==> config.mk <==
export PLATFORM = sky130hd
export DESIGN_NAME = gol_life_engine_flat
export DESIGN_NICKNAME = d
export VERILOG_FILES = /design/src/rtl/gol_pkg.sv /design/src/rtl/gol_if.sv /design/src/rtl/gol_row_eval.sv /design/src/rtl/gol_life_engine.sv /design/src/flat_wrapper.sv
export SDC_FILE = /design/constraint.sdc
export NUM_CORES = 1
export LEC_CHECK = 0
export ABC_AREA = 1
export BUFFER_PORTS_ARGS = -buffer_cell sky130_fd_sc_hd__buf_2
export CAP_MARGIN = 10
export CORE_MARGIN = 1.5
export CORE_UTILIZATION = 31
export CTS_BUF_LIST = sky130_fd_sc_hd__clkbuf_16
export DETAILED_ROUTE_END_ITERATION = 6
export PLACE_DENSITY = 0.55
export SLEW_MARGIN = 10
export SYNTH_ARGS = -nofsm -noshare
export SYNTH_HDL_FRONTEND = slang
export SYNTH_HIERARCHICAL = 1
export SYNTH_SLANG_ARGS = --single-unit
==> constraint.sdc <==
create_clock -name clk -period 6.5 [get_ports clk]
set_input_delay 1.95 -clock clk [delete_from_list [all_inputs] [get_ports clk]]
set_output_delay 1.95 -clock clk [all_outputs]
set_load 0.01 [all_outputs]
==> src/rtl/gol_pkg.sv <==
// Shared types, Life rule constants and helpers for the Game of Life engine.
// Define GOL_TORUS_EN to make the grid toroidal. Otherwise cells outside the grid count as dead.
package gol_pkg;

    typedef enum logic [1:0] {IDLE, CALC, COMMIT} state_t;

    localparam int BIRTH      = 3;
    localparam int SURVIVE_LO = 2;
    localparam int SURVIVE_HI = 3;

`ifdef GOL_TORUS_EN
    localparam bit TORUS = 1'b1;
`else
    localparam bit TORUS = 1'b0;
`endif

    function automatic int cell_index(input int r, input int c, input int cols);
        return r * cols + c;
    endfunction

    function automatic logic next_cell(input logic alive, input logic [3:0] cnt);
        if (alive)
            return (cnt >= 4'(SURVIVE_LO)) && (cnt <= 4'(SURVIVE_HI));
        return cnt == 4'(BIRTH);
    endfunction

endpackage

==> src/rtl/gol_if.sv <==
// Control/status bundle of the Life engine. The host is the master and the engine is the slave.
interface gol_if #(
    parameter int ROWS  = 8,
    parameter int COLS  = 8,
    parameter int GEN_W = 16
);
    logic                 load;
    logic [ROWS*COLS-1:0] seed;
    logic                 start;
    logic                 step;
    logic                 stop;
    logic [GEN_W-1:0]     max_gen;
    logic [ROWS*COLS-1:0] grid;
    logic [GEN_W-1:0]     gen_count;
    logic                 busy;
    logic                 gen_done;
    logic                 stable;
    logic                 extinct;

    modport master (
        output load, seed, start, step, stop, max_gen,
        input  grid, gen_count, busy, gen_done, stable, extinct
    );

    modport slave (
        input  load, seed, start, step, stop, max_gen,
        output grid, gen_count, busy, gen_done, stable, extinct
    );
endinterface

==> src/rtl/gol_row_eval.sv <==
// Combinational next-state of one grid row from its two neighbouring rows.
// The column edges wrap when the package's TORUS flag is set. Otherwise they count as dead.
module gol_row_eval
    import gol_pkg::*;
#(
    parameter int COLS = 8
) (
    input  logic [COLS-1:0] above,
    input  logic [COLS-1:0] cur,
    input  logic [COLS-1:0] below,
    input  logic            above_vld,
    input  logic            below_vld,
    output logic [COLS-1:0] nxt
);
    logic [COLS-1:0] a_m, b_m;
    logic [COLS+1:0] a_x, c_x, b_x;
    logic [3:0]      cnt;

    assign a_m = above_vld ? above : '0;
    assign b_m = below_vld ? below : '0;

    // Bit 0 of each padded row is the left neighbour of column 0. Bit COLS+1 is the right neighbour of the last column.
    assign a_x = {TORUS ? a_m[0] : 1'b0, a_m, TORUS ? a_m[COLS-1] : 1'b0};
    assign c_x = {TORUS ? cur[0] : 1'b0, cur, TORUS ? cur[COLS-1] : 1'b0};
    assign b_x = {TORUS ? b_m[0] : 1'b0, b_m, TORUS ? b_m[COLS-1] : 1'b0};

    // NOTE: every always_comb output gets a default first so no path leaves it unassigned (no latch).
    always_comb begin
        nxt = '0;
        cnt = '0;
        for (int c = 0; c < COLS; c++) begin
            cnt = 4'(a_x[c]) + 4'(a_x[c+1]) + 4'(a_x[c+2])
                + 4'(c_x[c])                + 4'(c_x[c+2])
                + 4'(b_x[c]) + 4'(b_x[c+1]) + 4'(b_x[c+2]);
            nxt[c] = next_cell(cur[c], cnt);
        end
    end
endmodule

==> src/rtl/gol_life_engine.sv <==
// Sequential Game of Life engine. It evaluates one row per clock into a shadow buffer and then commits the whole generation.
// Toroidal edges are enabled by defining GOL_TORUS_EN. The timing is identical in both builds.
module gol_life_engine
    import gol_pkg::*;
#(
    parameter int ROWS  = 8,
    parameter int COLS  = 8,
    parameter int GEN_W = 16
) (
    input logic  clk,
    input logic  reset,
    gol_if.slave bus
);
    localparam int RW = $clog2(ROWS);
    localparam int N  = ROWS * COLS;
    typedef logic [RW-1:0] row_t;

    state_t          state, state_nxt;
    row_t            row, up_row, dn_row;
    logic            last_row, above_vld, below_vld;
    logic [COLS-1:0] above, cur, below, nxt_row;
    logic [N-1:0]    grid_q, shadow;
    logic [GEN_W-1:0] gen_q;
    logic            gen_done_q, stable_q, extinct_q;
    logic            run_mode, stop_lat, accept, finish;

    assign last_row  = (row == row_t'(ROWS - 1));
    assign up_row    = (row == '0) ? row_t'(ROWS - 1) : row - row_t'(1);
    assign dn_row    = last_row ? '0 : row + row_t'(1);
    assign above_vld = TORUS || (row != '0);
    assign below_vld = TORUS || !last_row;
    assign above     = grid_q[cell_index(int'(up_row), 0, COLS) +: COLS];
    assign cur       = grid_q[cell_index(int'(row), 0, COLS) +: COLS];
    assign below     = grid_q[cell_index(int'(dn_row), 0, COLS) +: COLS];

    gol_row_eval #(.COLS(COLS)) u_row_eval (
        .above     (above),
        .cur       (cur),
        .below     (below),
        .above_vld (above_vld),
        .below_vld (below_vld),
        .nxt       (nxt_row)
    );

    always_comb begin
        state_nxt = state;
        accept    = 1'b0;
        finish    = 1'b0;
        unique case (state)
            IDLE: begin
                if (bus.start || bus.step) begin
                    accept    = 1'b1;
                    state_nxt = CALC;
                end
            end
            CALC: begin
                if (last_row) state_nxt = COMMIT;
            end
            COMMIT: begin
                finish = !run_mode || stop_lat || (shadow == grid_q) || (shadow == '0)
                      || ((bus.max_gen != '0)
                          && (({1'b0, gen_q} + (GEN_W+1)'(1)) >= {1'b0, bus.max_gen}));
                state_nxt = finish ? IDLE : CALC;
            end
            default: state_nxt = IDLE;
        endcase
        // A load wins over everything and also aborts any generation in flight.
        if (bus.load) begin
            state_nxt = IDLE;
            accept    = 1'b0;
        end
    end

    // NOTE: sequential state uses non-blocking (<=) so every register samples pre-edge values.
    always_ff @(posedge clk or negedge reset) begin
        if (!reset) begin
            state      <= IDLE;
            row        <= '0;
            grid_q     <= '0;
            gen_q      <= '0;
            gen_done_q <= 1'b0;
            stable_q   <= 1'b0;
            extinct_q  <= 1'b0;
            run_mode   <= 1'b0;
            stop_lat   <= 1'b0;
        end else begin
            state      <= state_nxt;
            gen_done_q <= 1'b0;
            if (bus.load) begin
                grid_q    <= bus.seed;
                gen_q     <= '0;
                stable_q  <= 1'b0;
                extinct_q <= 1'b0;
                run_mode  <= 1'b0;
                stop_lat  <= 1'b0;
                row       <= '0;
            end else begin
                if (accept) begin
                    run_mode <= bus.start;
                    stop_lat <= 1'b0;
                    row      <= '0;
                end
                if (state == CALC) row <= last_row ? '0 : row + row_t'(1);
                if (state != IDLE && bus.stop) stop_lat <= 1'b1;
                if (state == COMMIT) begin
                    grid_q     <= shadow;
                    gen_done_q <= 1'b1;
                    stable_q   <= (shadow == grid_q);
                    extinct_q  <= (shadow == '0);
                    if (gen_q != '1) gen_q <= gen_q + GEN_W'(1);
                    if (finish) stop_lat <= 1'b0;
                end
            end
        end
    end

    // NOTE: the shadow buffer is storage that is fully rewritten before each commit, so it has no reset.
    always_ff @(posedge clk) begin
        if (state == CALC)
            shadow[cell_index(int'(row), 0, COLS) +: COLS] <= nxt_row;
    end

    assign bus.grid      = grid_q;
    assign bus.gen_count = gen_q;
    assign bus.busy      = (state != IDLE);
    assign bus.gen_done  = gen_done_q;
    assign bus.stable    = stable_q;
    assign bus.extinct   = extinct_q;
endmodule

==> src/flat_wrapper.sv <==
// flat-port wrapper written by rule: the top's interface ports become plain ports
module gol_life_engine_flat import gol_pkg::*;
#(
    parameter int ROWS  = 8,
    parameter int COLS  = 8,
    parameter int GEN_W = 16
)
  (clk, reset, bus_load, bus_seed, bus_start, bus_step, bus_stop, bus_max_gen, bus_grid, bus_gen_count, bus_busy, bus_gen_done, bus_stable, bus_extinct);
  gol_if #(.ROWS(ROWS), .COLS(COLS), .GEN_W(GEN_W)) bus_i ();
  input logic clk;
  input logic reset;
  input wire logic [$bits(bus_i.load)-1:0] bus_load;
  input wire logic [$bits(bus_i.seed)-1:0] bus_seed;
  input wire logic [$bits(bus_i.start)-1:0] bus_start;
  input wire logic [$bits(bus_i.step)-1:0] bus_step;
  input wire logic [$bits(bus_i.stop)-1:0] bus_stop;
  input wire logic [$bits(bus_i.max_gen)-1:0] bus_max_gen;
  output wire logic [$bits(bus_i.grid)-1:0] bus_grid;
  output wire logic [$bits(bus_i.gen_count)-1:0] bus_gen_count;
  output wire logic [$bits(bus_i.busy)-1:0] bus_busy;
  output wire logic [$bits(bus_i.gen_done)-1:0] bus_gen_done;
  output wire logic [$bits(bus_i.stable)-1:0] bus_stable;
  output wire logic [$bits(bus_i.extinct)-1:0] bus_extinct;
  assign bus_i.load = bus_load;
  assign bus_i.seed = bus_seed;
  assign bus_i.start = bus_start;
  assign bus_i.step = bus_step;
  assign bus_i.stop = bus_stop;
  assign bus_i.max_gen = bus_max_gen;
  assign bus_grid = bus_i.grid;
  assign bus_gen_count = bus_i.gen_count;
  assign bus_busy = bus_i.busy;
  assign bus_gen_done = bus_i.gen_done;
  assign bus_stable = bus_i.stable;
  assign bus_extinct = bus_i.extinct;
  gol_life_engine #(.ROWS(ROWS), .COLS(COLS), .GEN_W(GEN_W)) u_core (.clk(clk), .reset(reset), .bus(bus_i));
endmodule
==> impl_metrics.csv, run 1 <==
group,metric,value,unit
global_routing,overflow,0,
logic_synthesis,synth-edff-count,64,
critical_path,crit_slowest_cell,"dfrtp_1",
cts,cts.sinks,154,
logic_synthesis,synth_seq_cells,154,
cts,cts_hold_buf,0,
logic_synthesis,synth_cell_types,46,
timing,final_hold_viol_count,0,
cts,cts.repair.resized,0,
cts,cts_max_path_buffers,2,
timing,fin_skew,0.01335,ns
die,die_y,192.7,um
cts,cts-buffers-inserted,17,
logic_synthesis,ys_seq_area_share,37.41,%
power_and_ir_drop,power,0.004502,W
critical_path,cp.arrival,5.95,ns
routing,wirelength,45.24,mm
cells_and_area,layout_common_cells,"nand2_1, inv_1, nor2_1",
die,ioPinCount,170,
die,rows,69,
logic_synthesis,synth_cells,1458,
timing,fmax,175.1,MHz
cells_and_area,drive_above_1_share,15.89,%
run,maxCapViolations,0,
routing,via_per_inst,5.242,
global_routing,grt_max_degree,57,
routing,drtIter0Drc,1035,
outcome,outcome,"complete, no violations",
logic_synthesis,yosys_warnings,6,
critical_path,crit_chain,"inv_1 > ha_1 > ha_1 > nor2_4 > buf_4 > o21ai_0 > a221oi_1 > a31oi_1 > nand2_1 > fa_1 > fa_1 > fa_1 > inv_1 > ha_1 > inv_1 > fa_1 > nor2_1 > nand2_1 > nor2_1 > inv_1 > nor2_1",
logic_synthesis,syn_area,11160,um2
hold_path,hold_class,"flop to flop",
routing,ant_nets,0,
placement,dpl_cell_area,12520,um2
power_and_ir_drop,p_leak,6.365,nW
critical_path,path_class,"flop to flop",
critical_path,max_stage_delay,0.75,ns
timing,grt_setup_unrepaired,"false",
cells_and_area,syn_to_final_growth,17.95,%
timing,setup_viol,0,
cts,cts-root-buf,"clkbuf_16",
cts,h-tree-depth,4,
timing,maxSlewViolCount,0,
cts,cts_setup_buffers,0,
logic_synthesis,synth.avg_cell_area,7.652,um2
global_routing,track_usage,24.81,%
global_routing,grt_pass1_wl,66.81,mm
routing,drtPass1Iterations,5,
die,initial_core_util,31.44,%
timing,period_share,87.84,%
routing,drc,0,
cells_and_area,postLayoutCellArea,13160,um2
logic_synthesis,synth_ff_type,"dfrtp_1",
placement,dp_hpwl,34.98,mm
logic_synthesis,synth_nets,1616,
global_routing,antenna_found_initial,0,
critical_path,crit_fanout,25,
placement,place_congestion,0.9747,
die,coreArea,35480,um2
cts,cts.clk_slew.worst_paths,0.07,ns
cells_and_area,nNetsFinal,1769,
global_routing,grt_pass1_vias,10790,
critical_path,setup.worst_path.start_class,"flop",
cells_and_area,layout_commonest_cell,"nand2_1",
timing,fin_setup_tns,0,ns
routing,avgRoutedWirePerCell,21.69,um
logic_synthesis,synthArstFlopShare,58.44,%
critical_path,end_kind,"flop",
placement,io_buffers,169,
cts,cts_tree,"built",
hold_path,min-delay-start,"u_core/run_mode",
power_and_ir_drop,vdd_drop_max,0.1865,mV
power_and_ir_drop,power-per-cell-area,342.1,nW/um2
timing,fin_crit,5.710,ns
critical_path,required,6.74,ns
critical_path,r2r-start,"u_core/row[1]",
cells_and_area,fill_cells,3774,
routing,vias,10940,
timing,worst_pin_slew,1.279,ns
die,die_area,37140,um2
die,die_w,192.7,um
critical_path,worstSetupStartpoint,"u_core/row[1]",
timing,slew_headroom,14.04,%
cts,clk_latency,0.46,ns
## synthesized netlist by cell type, types with 4 or more instances
library cell  instances  area (um2)
nor4_1                4       25.02
o221ai_1             46       402.9
fa_1                 25       500.5
nor3_1                8       40.04
a31oi_1              24       150.1
nor2_2                4       25.02
a221oi_1             12       105.1
or2_2                 4       25.02
nand4_1              18       112.6
buf_1                 5       18.77
a21boi_0              4       30.03
inv_1               248       930.9
inv_2                 4       15.01
nor2_4                4       45.04
nand3_1              19       95.09
dfrtp_1              90        2252
o211ai_1             22       165.2
edfxtp_1             64        1922
nor2_1              176       660.6
clkbuf_1             38       142.6
nand2_1             309        1160
ha_1                 47       588.1
buf_2                17       85.08
a32o_1                5       50.05
xor2_1               52       455.4
o22ai_1              17       106.4
a21oi_1              85       425.4
o21ai_0              78       390.4
## metrics by stage
| stage | worst slack (ns) | hold WS, ns | std cells | utilization, % |
|---|---|---|---|---|
| floorplan | 1.418 | 0.4520 | 1458 | - |
| global placement | 0.8890 | 0.4690 | 2051 | 35.25 |
| detailed placement | 0.8480 | 0.4739 | 2052 | 35.28 |
| CTS | 0.8514 | 0.4908 | 2084 | 37.07 |
| global route | 0.3403 | 0.5290 | 2085 | 37.08 |
| finish | 0.7901 | 0.4928 | 2086 | 37.09 |
## state kept, by name (all words and copies together), names as in the netlist
name,count
u_core/stop_lat,1
u_core/bus.stable,1
u_core/bus.extinct,1
u_core/bus.grid,64
u_core/run_mode,1
u_core/bus.gen_count,16
u_core/bus.gen_done,1
u_core/row,3
u_core/state,2
u_core/shadow,64
## power breakdown
group | leakage [nW] | internal, W | switching [W]
sequential | 1.62 | 0.00109 | 0.0000979
clock | 0.315 | 0.000623 | 0.000488
combinational | 4.43 | 0.000738 | 0.00146
## path summary, 6_finish.rpt
path                                            end  slack (ns)  cells after the start
setup / recovery                   u_core/shadow[6]        0.79                     21
hold / removal                      u_core/run_mode        0.49                      2
setup reg to reg                   u_core/shadow[6]        0.79                     21
hold reg to reg                     u_core/run_mode        0.49                      2
max in group asynchronous  u_core/bus.gen_count[11]        3.91                      2
min in group asynchronous       u_core/bus.grid[30]        1.57                      1
## routing by layer
layer | vias to the layer above | GRT usage (%) | wire length (um)
met3 | 67 | 4.601 | 3472
met1 | 5267 | 33.15 | 19640
met4 | 0 | 9.034 | 1374
met5 | - | 0 | 0
met2 | 490 | 39.84 | 20750
li1 | 5111 | - | -
## kinds of logic after synthesis
group | synth area share, %
flip-flops | 37.41
AO/OA/AOI/OAI | 17.54
XOR/XNOR | 4.239
AND/OR/NAND/NOR | 20.14
adder cells (fa/ha/maj) | 9.757
buffers and inverters | 10.91
## final cells by class
cell class	instances	area, um2	area share, %
Antenna cell	1	2.502	0.01902
Clock buffer	17	425.4	3.233
Clock inverter	15	207.7	1.578
Inverter	255	959.7	7.292
Multi-Input combinational cell	988	5773	43.87
Sequential cell	154	4174	31.72
Tap cell	461	576.8	4.383
Timing Repair Buffer	195	1041	7.910
## critical path: cells and delay by family, from the launching register on
family / cells / cell delay, ns
simple gates: 6 / 1.07
compound gates: 3 / 0.48
fa+ha+maj: 7 / 2.52
buf+inv: 5 / 0.68
flops: 1 / 0.75
Power figures use the tool's default switching activity.
==> run 2: changes to the inputs <==
--- a/config.mk
+++ b/config.mk
@@ -9,10 +9,10 @@
 export BUFFER_PORTS_ARGS = -buffer_cell sky130_fd_sc_hd__buf_2
 export CAP_MARGIN = 10
 export CORE_MARGIN = 1.5
-export CORE_UTILIZATION = 31
+export CORE_UTILIZATION = 35
 export CTS_BUF_LIST = sky130_fd_sc_hd__clkbuf_16
 export DETAILED_ROUTE_END_ITERATION = 6
-export PLACE_DENSITY = 0.55
+export PLACE_DENSITY = 0.6
 export SLEW_MARGIN = 10
 export SYNTH_ARGS = -nofsm -noshare
 export SYNTH_HDL_FRONTEND = slang
==> impl_metrics.csv, run 2 (synthesis results as in run 1) <==
group,metric,value,unit
cells_and_area,drive_above_1_share,15.69,%
cts,cts_setup_buffers,0,
timing,period_share,87.89,%
routing,met1_length,19.22,mm
power_and_ir_drop,vdd_drop_max,0.1968,mV
power_and_ir_drop,power_frac_seq,26.9,%
critical_path,r2r-start,"u_core/row[1]",
routing,ant_nets,0,
die,die_area,32960,um2
routing,wirelength,44.44,mm
cells_and_area,seqCellArea,4174,um2
cells_and_area,nNetsFinal,1764,
routing,vias,11030,
cts,h-tree-depth,4,
timing,maxSlewViolCount,0,
critical_path,r2r_end,"u_core/shadow[42]",
cts,cts.repair.resized,0,
timing,setup_viol,0,
placement,dpl.cell_count,1989,
cells_and_area,multi_input_area,5778,um2
power_and_ir_drop,sw_frac_of_total,46.60,%
global_routing,grt_pass1_vias,10650,
power_and_ir_drop,p_leak,6.324,nW
cells_and_area,antenna_cells,0,
die,coreArea,31470,um2
global_routing,grt_max_degree,57,
routing,avgRoutedWirePerCell,21.99,um
routing,maxUsedRoutingLayer,"met4",
die,die_y,181.5,um
cells_and_area,layout_common_cells,"nand2_1, inv_1, nor2_1",
outcome,outcome,"complete, no violations",
cells_and_area,final_cells,2021,
timing,slew_headroom,25.25,%
routing,drc,0,
routing,via_per_inst,5.457,
cts,cts.clk_slew.worst_paths,0.08,ns
die,die_w,181.5,um
critical_path,required,6.80,ns
timing,fin_skew,0.01742,ns
timing,fin_crit,5.713,ns
routing,drtIter0Drc,1226,
power_and_ir_drop,p_clk_share,23.1,%
timing,fin_setup_tns,0,ns
placement,dp_hpwl,34.23,mm
critical_path,worstSetupStartpoint,"u_core/row[1]",
routing,drtPass1Iterations,5,
routing,met3_length,3.478,mm
cells_and_area,fill_cells,3248,
die,initial_core_util,35.45,%
power_and_ir_drop,intPower,0.002359,W
power_and_ir_drop,p_switching,0.002058,W
cts,cts-buffers-inserted,17,
critical_path,reg2reg_slack,0.79,ns
cts,cts_max_path_buffers,2,
hold_path,hold_class,"flop to flop",
cts,cts_hold_buf,0,
cells_and_area,syn_to_final_growth,16.65,%
global_routing,overflow,0,
timing,fmax,175.0,MHz
placement,io_buffers,169,
routing,met2_length,19.96,mm
global_routing,track_usage,27.20,%
global_routing,grt_pass1_wl,66.01,mm
timing,worst_pin_slew,1.121,ns
critical_path,end_kind,"flop",
cells_and_area,layout_commonest_cell,"nand2_1",
critical_path,setup.worst_path.start_class,"flop",
power_and_ir_drop,comb_power_share,50.0,%
critical_path,path_class,"flop to flop",
critical_path,reg2regPathDepth,25,
cts,clk_latency,0.45,ns
timing,final_hold_viol_count,0,
die,rows,65,
cts,cts.sinks,154,
critical_path,endpoint,"u_core/shadow[42]",
critical_path,crit_fanout,33,
run,maxCapViolations,0,
placement,place_congestion,0.9735,
global_routing,antenna_found_initial,1,
critical_path,cp.arrival,6.01,ns
power_and_ir_drop,power-per-cell-area,339.4,nW/um2
timing,grt_setup_unrepaired,"false",
die,ioPinCount,170,
cts,cts-root-buf,"clkbuf_16",
cts,cts_tree,"built",
run 2: cell count changes in the layout (fill, tap and decap cells not counted), sizes merged:
| cell | delta |
|---|---|
| diode | -1 |
| clkinvlp | +1 |
| clkinv | -1 |
| inv | +2 |
| buf | -4 |
| bufinv | -3 |
run 2: metal layers:
metal / global-route usage (%) / vias to the layer above
met5: 0 / -
met4: 10.93 / 0
met3: 3.951 / 86
met2: 43.00 / 543
met1: 37.47 / 5286
li1: - / 5113
run 2: how the worst min path moves through the flow:
| stage | slack (ns) | start | end | cells past startpoint |
|---|---|---|---|---|
| finish | 0.50 | u_core/run_mode | u_core/run_mode | 2 |
| global route | 0.53 | u_core/run_mode | u_core/run_mode | 2 |
| CTS | 0.50 | u_core/run_mode | u_core/run_mode | 2 |
| detailed placement | 0.48 | u_core/run_mode | u_core/run_mode | 2 |
| global placement | 0.47 | u_core/bus.stable | u_core/bus.stable | 2 |
| floorplan | 0.45 | u_core/run_mode | u_core/run_mode | 2 |
run 2: final cells by class:
class	count	share of cell area, %
clock buffer	18	3.461
sequential	154	32.07
inverter	255	7.374
clock inverter	14	1.106
tap	402	3.865
multi-input combinational	988	44.40
timing repair buffer	190	7.729
run 2: power by group through the flow:
stage | logic [W] | registers [W] | clock network (W)
2_1_floorplan | 0.00143 | 0.00118 | 0
3_3_place_gp | 0.00209 | 0.00121 | 0
3_5_place_dp | 0.00214 | 0.00121 | 0
4_1_cts | 0.00215 | 0.00119 | 0.00104
5_1_grt | 0.00244 | 0.00120 | 0.00108
6_report | 0.00221 | 0.00119 | 0.00102
run 2: critical path: stages, from the launching register on:
cell and delay [ns]:
dfrtp_1 0.77, inv_1 0.14, ha_1 0.21, ha_1 0.25, nor2_4 0.14, inv_2 0.24, a21oi_1 0.21, o21ai_0 0.10
o21ai_0 0.10, nor2_1 0.07, a31oi_1 0.18, nand2_1 0.12, fa_1 0.53, fa_1 0.43, fa_1 0.49, inv_1 0.04
ha_1 0.20, inv_1 0.07, fa_1 0.42, inv_1 0.07, nand3_1 0.07, a21oi_1 0.18, inv_1 0.15, nor2_1 0.17
nand2_1 0.09, nor2_1 0.12
run 2: per-stage QoR:
step / worst slack (ns) / hold WS, ns / util [%] / total power [W] / cell area (um2)
2_1_floorplan: 1.418 / 0.4520 / - / 0.002609 / 11160
3_3_place_gp: 1.031 / 0.4695 / 39.43 / 0.003300 / 12410
5_1_grt: 0.4650 / 0.5273 / 41.35 / 0.004710 / 13020
6_report: 0.7871 / 0.4953 / 41.35 / 0.004417 / 13020
3_5_place_dp: 0.9239 / 0.4810 / 39.45 / 0.003348 / 12420
4_1_cts: 0.8917 / 0.4999 / 41.34 / 0.004379 / 13010
